### src/rtl/string_hw_pkg.sv
// Shared types and helpers for the byte-serial string engine.
// Byte k lives in word k/4, most significant byte first.
package string_hw_pkg;

    localparam int MAX_WORDS = 2;
    localparam int NUM_BYTES = 4 * MAX_WORDS;
    localparam int LEN_BITS  = $clog2(4 * MAX_WORDS + 1);

    typedef logic [0:MAX_WORDS-1][31:0] words_t;

    typedef enum logic [1:0] {
        OP_CMP   = 2'd0,
        OP_UPPER = 2'd1,
        OP_LOWER = 2'd2,
        OP_RSVD  = 2'd3
    } op_e;

    typedef enum logic [1:0] {
        IDLE = 2'd0,
        RUN  = 2'd1,
        DONE = 2'd2
    } state_e;

    // Compare-equal result: word 0 holds 1, all other words zero.
    localparam words_t CMP_EQUAL = words_t'({32'd1, {(32*(MAX_WORDS-1)){1'b0}}});

    function automatic logic [7:0] get_byte(input words_t w, input logic [LEN_BITS-1:0] k);
        logic [7:0] r;
        r = '0;
        for (int i = 0; i < NUM_BYTES; i++) begin
            if (k == LEN_BITS'(i)) r = w[i/4][8*(3-i%4) +: 8];
        end
        return r;
    endfunction

endpackage

### src/rtl/string_hw_core_if.sv
// Control/data bundle between the register wrapper (master) and the engine (slave).
interface string_hw_core_if;
    import string_hw_pkg::*;

    logic                go;
    op_e                 op;
    logic [LEN_BITS-1:0] len;
    words_t              a_in;
    words_t              b_in;
    words_t              result;
    logic                done;
    logic                busy;

    modport master (
        output go, op, len, a_in, b_in,
        input  result, done, busy
    );

    modport slave (
        input  go, op, len, a_in, b_in,
        output result, done, busy
    );
endinterface

### src/rtl/string_hw_byte_alu.sv
// Per-byte datapath: case conversion and compare mismatch flag.
module string_hw_byte_alu
    import string_hw_pkg::*;
(
    input  logic [7:0] a_byte,
    input  logic [7:0] b_byte,
    input  op_e        op,
    output logic [7:0] out_byte,
    output logic       mismatch
);

    always_comb begin
        out_byte = a_byte;
        mismatch = 1'b0;
        case (op)
            OP_CMP:   mismatch = (a_byte != b_byte);
            OP_UPPER: if (a_byte >= 8'h61 && a_byte <= 8'h7A) out_byte = a_byte - 8'h20;
            OP_LOWER: if (a_byte >= 8'h41 && a_byte <= 8'h5A) out_byte = a_byte + 8'h20;
            default:  ;
        endcase
    end

endmodule

### src/rtl/string_hw_core.sv
// Byte-serial string engine: compare / to_upper / to_lower, one byte per clock.
// Operands are latched at start, so the wrapper may change its registers mid-run.
module string_hw_core
    import string_hw_pkg::*;
(
    input  logic            clk,
    input  logic            reset,
    string_hw_core_if.slave bus
);

    state_e              state_reg;
    op_e                 op_reg;
    logic [LEN_BITS-1:0] cnt_reg;
    logic [LEN_BITS-1:0] n_reg;
    words_t              a_reg;
    words_t              b_reg;
    words_t              result_reg;
    words_t              result_next;
    logic                done_reg;
    logic                busy_reg;

    logic [7:0]          a_byte;
    logic [7:0]          b_byte;
    logic [7:0]          alu_byte;
    logic                mismatch;
    logic                last_byte;
    logic                run_end;
    logic [LEN_BITS-1:0] eff_len;
    logic [7:0]          upd_bytes [NUM_BYTES];

    // Zero or oversize length means the whole operand.
    assign eff_len = (bus.len == '0 || bus.len > LEN_BITS'(NUM_BYTES))
                   ? LEN_BITS'(NUM_BYTES) : bus.len;

    assign a_byte    = get_byte(a_reg, cnt_reg);
    assign b_byte    = get_byte(b_reg, cnt_reg);
    assign last_byte = (cnt_reg == n_reg - LEN_BITS'(1));
    assign run_end   = (op_reg == OP_RSVD) || last_byte || (op_reg == OP_CMP && mismatch);

    string_hw_byte_alu u_alu (
        .a_byte   (a_byte),
        .b_byte   (b_byte),
        .op       (op_reg),
        .out_byte (alu_byte),
        .mismatch (mismatch)
    );

    // Only the byte at the current counter position takes the ALU output.
    generate
        for (genvar gi = 0; gi < NUM_BYTES; gi++) begin : g_byte
            assign upd_bytes[gi] = (cnt_reg == LEN_BITS'(gi))
                                 ? alu_byte : result_reg[gi/4][8*(3-gi%4) +: 8];
        end
    endgenerate

    always_comb begin
        result_next = '0;
        for (int i = 0; i < NUM_BYTES; i++) begin
            result_next[i/4][8*(3-i%4) +: 8] = upd_bytes[i];
        end
    end

    always_ff @(posedge clk or posedge reset) begin
        if (reset) begin
            state_reg  <= IDLE;
            op_reg     <= OP_CMP;
            cnt_reg    <= '0;
            n_reg      <= '0;
            a_reg      <= '0;
            b_reg      <= '0;
            result_reg <= '0;
            done_reg   <= 1'b0;
            busy_reg   <= 1'b0;
        end else begin
            case (state_reg)
                IDLE: begin
                    if (bus.go) begin
                        a_reg      <= bus.a_in;
                        b_reg      <= bus.b_in;
                        op_reg     <= bus.op;
                        n_reg      <= eff_len;
                        cnt_reg    <= '0;
                        result_reg <= (bus.op == OP_UPPER || bus.op == OP_LOWER) ? bus.a_in : '0;
                        busy_reg   <= 1'b1;
                        state_reg  <= RUN;
                    end
                end
                RUN: begin
                    cnt_reg <= cnt_reg + LEN_BITS'(1);
                    case (op_reg)
                        OP_CMP: begin
                            if (mismatch)       result_reg <= '0;
                            else if (last_byte) result_reg <= CMP_EQUAL;
                        end
                        OP_UPPER, OP_LOWER: result_reg <= result_next;
                        default:            result_reg <= '0;
                    endcase
                    if (run_end) begin
                        state_reg <= DONE;
                        busy_reg  <= 1'b0;
                        done_reg  <= 1'b1;
                    end
                end
                DONE: begin
                    // Held-high go parks here; a low level is needed to rearm.
                    if (!bus.go) begin
                        state_reg <= IDLE;
                        done_reg  <= 1'b0;
                    end
                end
                default: begin
                    state_reg <= IDLE;
                    done_reg  <= 1'b0;
                    busy_reg  <= 1'b0;
                end
            endcase
        end
    end

    assign bus.result = result_reg;
    assign bus.done   = done_reg;
    assign bus.busy   = busy_reg;

endmodule
### src/flat_wrapper.sv
// flat-port wrapper written by rule: the top's interface ports become plain ports
module string_hw_core_flat import string_hw_pkg::*;
  (clk, reset, bus_go, bus_op, bus_len, bus_a_in, bus_b_in, bus_result, bus_done, bus_busy);
  string_hw_core_if bus_i ();
  input  logic clk;
  input  logic reset;
  input wire logic [$bits(bus_i.go)-1:0] bus_go;
  input wire logic [$bits(bus_i.op)-1:0] bus_op;
  input wire logic [$bits(bus_i.len)-1:0] bus_len;
  input wire logic [$bits(bus_i.a_in)-1:0] bus_a_in;
  input wire logic [$bits(bus_i.b_in)-1:0] bus_b_in;
  output wire logic [$bits(bus_i.result)-1:0] bus_result;
  output wire logic [$bits(bus_i.done)-1:0] bus_done;
  output wire logic [$bits(bus_i.busy)-1:0] bus_busy;
  assign bus_i.go = bus_go;
  assign bus_i.op = bus_op;
  assign bus_i.len = bus_len;
  assign bus_i.a_in = bus_a_in;
  assign bus_i.b_in = bus_b_in;
  assign bus_result = bus_i.result;
  assign bus_done = bus_i.done;
  assign bus_busy = bus_i.busy;
  string_hw_core u_core (.clk(clk), .reset(reset), .bus(bus_i));
endmodule
### config.mk
export PLATFORM = sky130hd
export DESIGN_NAME = string_hw_core_flat
export DESIGN_NICKNAME = d
export VERILOG_FILES = /design/src/rtl/string_hw_pkg.sv /design/src/rtl/string_hw_core_if.sv /design/src/rtl/string_hw_byte_alu.sv /design/src/rtl/string_hw_core.sv /design/src/flat_wrapper.sv
export SDC_FILE = /design/constraint.sdc
export NUM_CORES = 1
export LEC_CHECK = 0
export CAP_MARGIN = 30
export CORE_UTILIZATION = 51
export CTS_CLUSTER_DIAMETER = 150
export DETAILED_ROUTE_END_ITERATION = 12
export GPL_ROUTABILITY_DRIVEN = 0
export HOLD_SLACK_MARGIN = 0.03
export PLACE_DENSITY = 0.76
export SYNTH_ARGS = -nofsm -noshare
export SYNTH_HDL_FRONTEND = slang
export SYNTH_SLANG_ARGS = --single-unit
export TNS_END_PERCENT = 5
### constraint.sdc
create_clock -name clk -period 9 [get_ports clk]
set_clock_uncertainty 0.15 [all_clocks]
set_input_delay 0.9 -clock clk [delete_from_list [all_inputs] [get_ports clk]]
set_output_delay 0.9 -clock clk [all_outputs]
set_load 0.005 [all_outputs]
==> results.txt <==
----------------------------------------------------
[Outcome]
  Run status ... completed

[Placement]
  DPL Wire Length ... 21.0 mm
  PortBufs ... 202

[Synth]
  Syn Std Cell Area ... 10500 um2
  Syn avg cell area ... 8.63 um2
  Post-synth cell types ... 65
  Largest area contributor in the synthesized netlist ... sky130_fd_sc_hd__dfrtp_1
  Flip-flop and latch count after synthesis ... 206
  Area fraction of the dominant cell type after synthesis ... 49.3%
  Proportion of register bits with asynchronous set or reset after synthesis ... 100%
  Sequential area share after synthesis ... 49.3%
  Most common flop cell mapped by yosys ... sky130_fd_sc_hd__dfrtp_1
  Top post-synthesis cells by area ... sky130_fd_sc_hd__dfrtp_1, sky130_fd_sc_hd__nand2_1, sky130_fd_sc_hd__a21oi_1
  Number of synthesis warnings ... 0
  Post-Syn Nets ... 1363
  Post-Syn Instances ... 1213
  Number of flops mapped to enable cells by yosys ... 0

[STA]
  Final slew viol count ... 0
  Actual transition at the worst max-transition pin ... 0.997 ns
  Max-Slew Margin vs Limit ... 33.2%
  Final number of hold-violating endpoints ... 0
  Final period demand of the worst path ... 4.76 ns
  Final worst-path cycle share ... 52.8%
  Total negative setup slack ... 0 ns
  Fmax ... 0.210 GHz
  Setup repair after global routing missed its margin ... no
  Number of endpoints failing setup at the final stage ... 0

[Drt]
  Post-DR vias/cell ... 5.56
  Antenna violation net count after detailed routing ... 0
  Routed WL ... 30.7 mm
  Vias after detailed routing ... 9241
  Final routed DRC violation total ... 0
  Count of routing violations after the opening detailed-route iteration ... 853
  Avg WL per Cell ... 18.5 um
  Number of iterations in the first detailed-routing pass ... 5

[Critical path]
  Element type at the critical path end ... flop
  Signal arrival time at the worst endpoint ... 5.03 ns
  Crit path max fanout ... 26
  Type of the worst setup path ... reg -> reg
  Critical Path RT ... 9.27 ns
  Critical path launch point type ... flop

[Clock tree]
  TritonCTS clock tree ... done
  Cts bufs inserted ... 21
  Number of post-CTS setup repair buffers ... 0
  Post-cts resize count ... 0
  Buffer levels on the longest clock path ... 3
  Maximum level of the CTS H-tree ... 1
  Clock-pin slew of the registers on the worst-case setup and hold paths ... 0.06 ns
  CTS sink cnt ... 206
  Number of buffers inserted for hold repair after clock tree synthesis ... 0
  Clock latency of the later-clocked register in the worst-skew pair ... 0.51 ns
  Root cell of the clock tree ... sky130_fd_sc_hd__clkbuf_16

[GRT]
  Maximum number of pins on one net before global-route repair ... 129
  Overall fraction of global-route tracks in use ... 29.4%
  First-pass GRT wire length ... 49.0 mm
  Vias in the first global route ... 9084
  Antenna violations before repair ... 0
  Total congestion overflow after global routing ... 0

[Die]
  Number of I/O pins ... 203
  Die boundary width ... 145 um
  Initial standard-cell utilization of the core ... 51.9%
  Die boundary height ... 145 um
  Row count ... 52
  Area of the placeable core ... 20200 um2
  Overall die area ... 21100 um2

[Final layout]
  Ratio of cells with drive above 1 in the final layout ... 4.89%
  P&R area growth vs syn ... 27.2%
  Core Util, Final ... 66.0%
  Post-layout net count ... 1527
  Number of filler cells placed in the layout ... 1635
  Ant. Diodes ... 0

[Power]
  Total power divided by cell area ... 366 nW/um2
  Net switching power ... 1.99 mW
  Reg power frac ... 34.1%
  Max VDD drop ... 0.000163 V
  Internal power summed over all cells ... 2.89 mW
  Sw Share ... 40.8%
  Relative contribution of combinational cells to total power ... 46.9%
  Leakage power ... 6.38 nW
  Final Power ... 4.87 mW
  Proportion of power drawn by the clock network ... 19.0%

[Worst hold path]
  Worst min-delay path category ... reg -> reg

[Flow run]
  Count of max-cap constraint violations ... 0

----------------------------------------------------
-- per-layer routing --
layer / GRT usage, % / wire (um) / vias up / share of wire, %
li1: - / - / 4331 / -
met1: 41.1 / 13500 / 4434 / 44
met2: 45.9 / 13900 / 406 / 45
met3: 5.57 / 2470 / 70 / 8.0
met4: 9.89 / 854 / 0 / 2.8
met5: 0 / 0 / - / 0
-- logic make-up (layout without fill, tap and decap cells) --
logic type | Yosys count | in the layout | share of synthesized area (%)
flip-flops | 206 | 206 | 49.3
multiplexers | 50 | 50 | 4.79
XOR/XNOR | 16 | 16 | 1.34
AND/OR/NAND/NOR | 518 | 518 | 20.8
buffers and inverters | 168 | 347 | 7.32
adder cells (fa/ha/maj) | 13 | 13 | 1.55
AO/OA/AOI/OAI | 242 | 242 | 14.9
-- power groups by stage --
stage                     clock network (mW)  registers [mW]  logic [mW]
after floorplan                            0            1.56        1.60
after global placement                     0            1.66        2.17
after detailed placement                   0            1.65        2.25
after CTS                              0.936            1.65        2.27
after global routing                   0.966            1.70        2.52
final                                  0.926            1.66        2.29
-- synthesized netlist by cell type, types with 8 or more instances --
master,count
sky130_fd_sc_hd__buf_2,12
sky130_fd_sc_hd__ha_1,13
sky130_fd_sc_hd__buf_6,10
sky130_fd_sc_hd__nor2b_1,13
sky130_fd_sc_hd__nand3b_1,15
sky130_fd_sc_hd__dfrtp_1,206
sky130_fd_sc_hd__a21oi_1,98
sky130_fd_sc_hd__xnor2_1,8
sky130_fd_sc_hd__xor2_1,8
sky130_fd_sc_hd__nand2b_1,16
sky130_fd_sc_hd__nand2_1,411
sky130_fd_sc_hd__buf_4,12
sky130_fd_sc_hd__o21ai_0,39
sky130_fd_sc_hd__inv_1,89
sky130_fd_sc_hd__a21o_1,9
sky130_fd_sc_hd__a2bb2oi_1,10
sky130_fd_sc_hd__clkbuf_1,37
sky130_fd_sc_hd__mux2i_1,49
sky130_fd_sc_hd__buf_1,8
sky130_fd_sc_hd__a32oi_1,10
sky130_fd_sc_hd__nor2_1,23
-- per-stage QoR --
stage               hold WS (ns)  setup WS, ns  std cells  instance area [um2]
detailed placement         0.312          4.39       1623                12600
global route               0.340          4.00       1662                13300
CTS                        0.327          4.35       1661                13300
finish                     0.327          4.24       1662                13300
floorplan                  0.287          2.33       1213                10500
global placement           0.304          4.55       1622                12500
-- path summary, 6_finish.rpt --
kind,from,to,slack (ns),cells past startpoint
worst min register to register,u_core.a_reg[26],u_core.a_reg[26],0.33,2
worst min-delay path,u_core.a_reg[26],u_core.a_reg[26],0.33,2
max in group asynchronous,reset,u_core.a_reg[32],6.79,4
min in group asynchronous,reset,u_core.b_reg[41],0.82,2
worst max-delay path,u_core.cnt_reg[0],u_core.bus.result[22],4.24,13
worst max register to register,u_core.cnt_reg[0],u_core.bus.result[22],4.24,13
-- layout by cell type (no fill, tap or decap), drive strengths merged, types with 7 or more instances in the layout --
cell type	Yosys	routed
a21o	9	9
a21oi	98	98
a221oi	7	7
a22oi	7	7
a2bb2oi	10	10
a32oi	10	10
buf	42	18
clkbuf	37	31
clkdlybuf4s50	0	202
dfrtp	206	206
ha	13	13
inv	89	90
mux2i	49	49
nand2	411	411
nand2b	17	17
nand3b	15	15
nor2	25	25
nor2b	13	13
o21ai	44	44
o22ai	8	8
xnor2	8	8
xor2	8	8
-- layout make-up --
cell class	instances	area (um2)	area share [%]
clock buffers	31	613	4.60
repair buffers	220	2180	16.4
multi-input cells	839	4570	34.3
well taps	270	338	2.54
inverters	89	342	2.57
flip-flops and latches	206	5150	38.7
clock inverters	7	116	0.874
-- critical path, stage by stage, from the launching register on --
cell and delay (ns):
sky130_fd_sc_hd__dfrtp_1 0.46, sky130_fd_sc_hd__inv_1 0.11, sky130_fd_sc_hd__ha_1 0.70, sky130_fd_sc_hd__buf_4 0.40, sky130_fd_sc_hd__nor2b_1 0.49, sky130_fd_sc_hd__a22oi_1 0.20, sky130_fd_sc_hd__o22ai_2 0.37, sky130_fd_sc_hd__inv_1 0.16
sky130_fd_sc_hd__ha_1 0.33, sky130_fd_sc_hd__nor2b_1 0.14, sky130_fd_sc_hd__nand4_1 0.08, sky130_fd_sc_hd__o21ai_1 0.10, sky130_fd_sc_hd__o41ai_4 0.71, sky130_fd_sc_hd__a2bb2oi_1 0.26
Power figures use the tool's default switching activity.
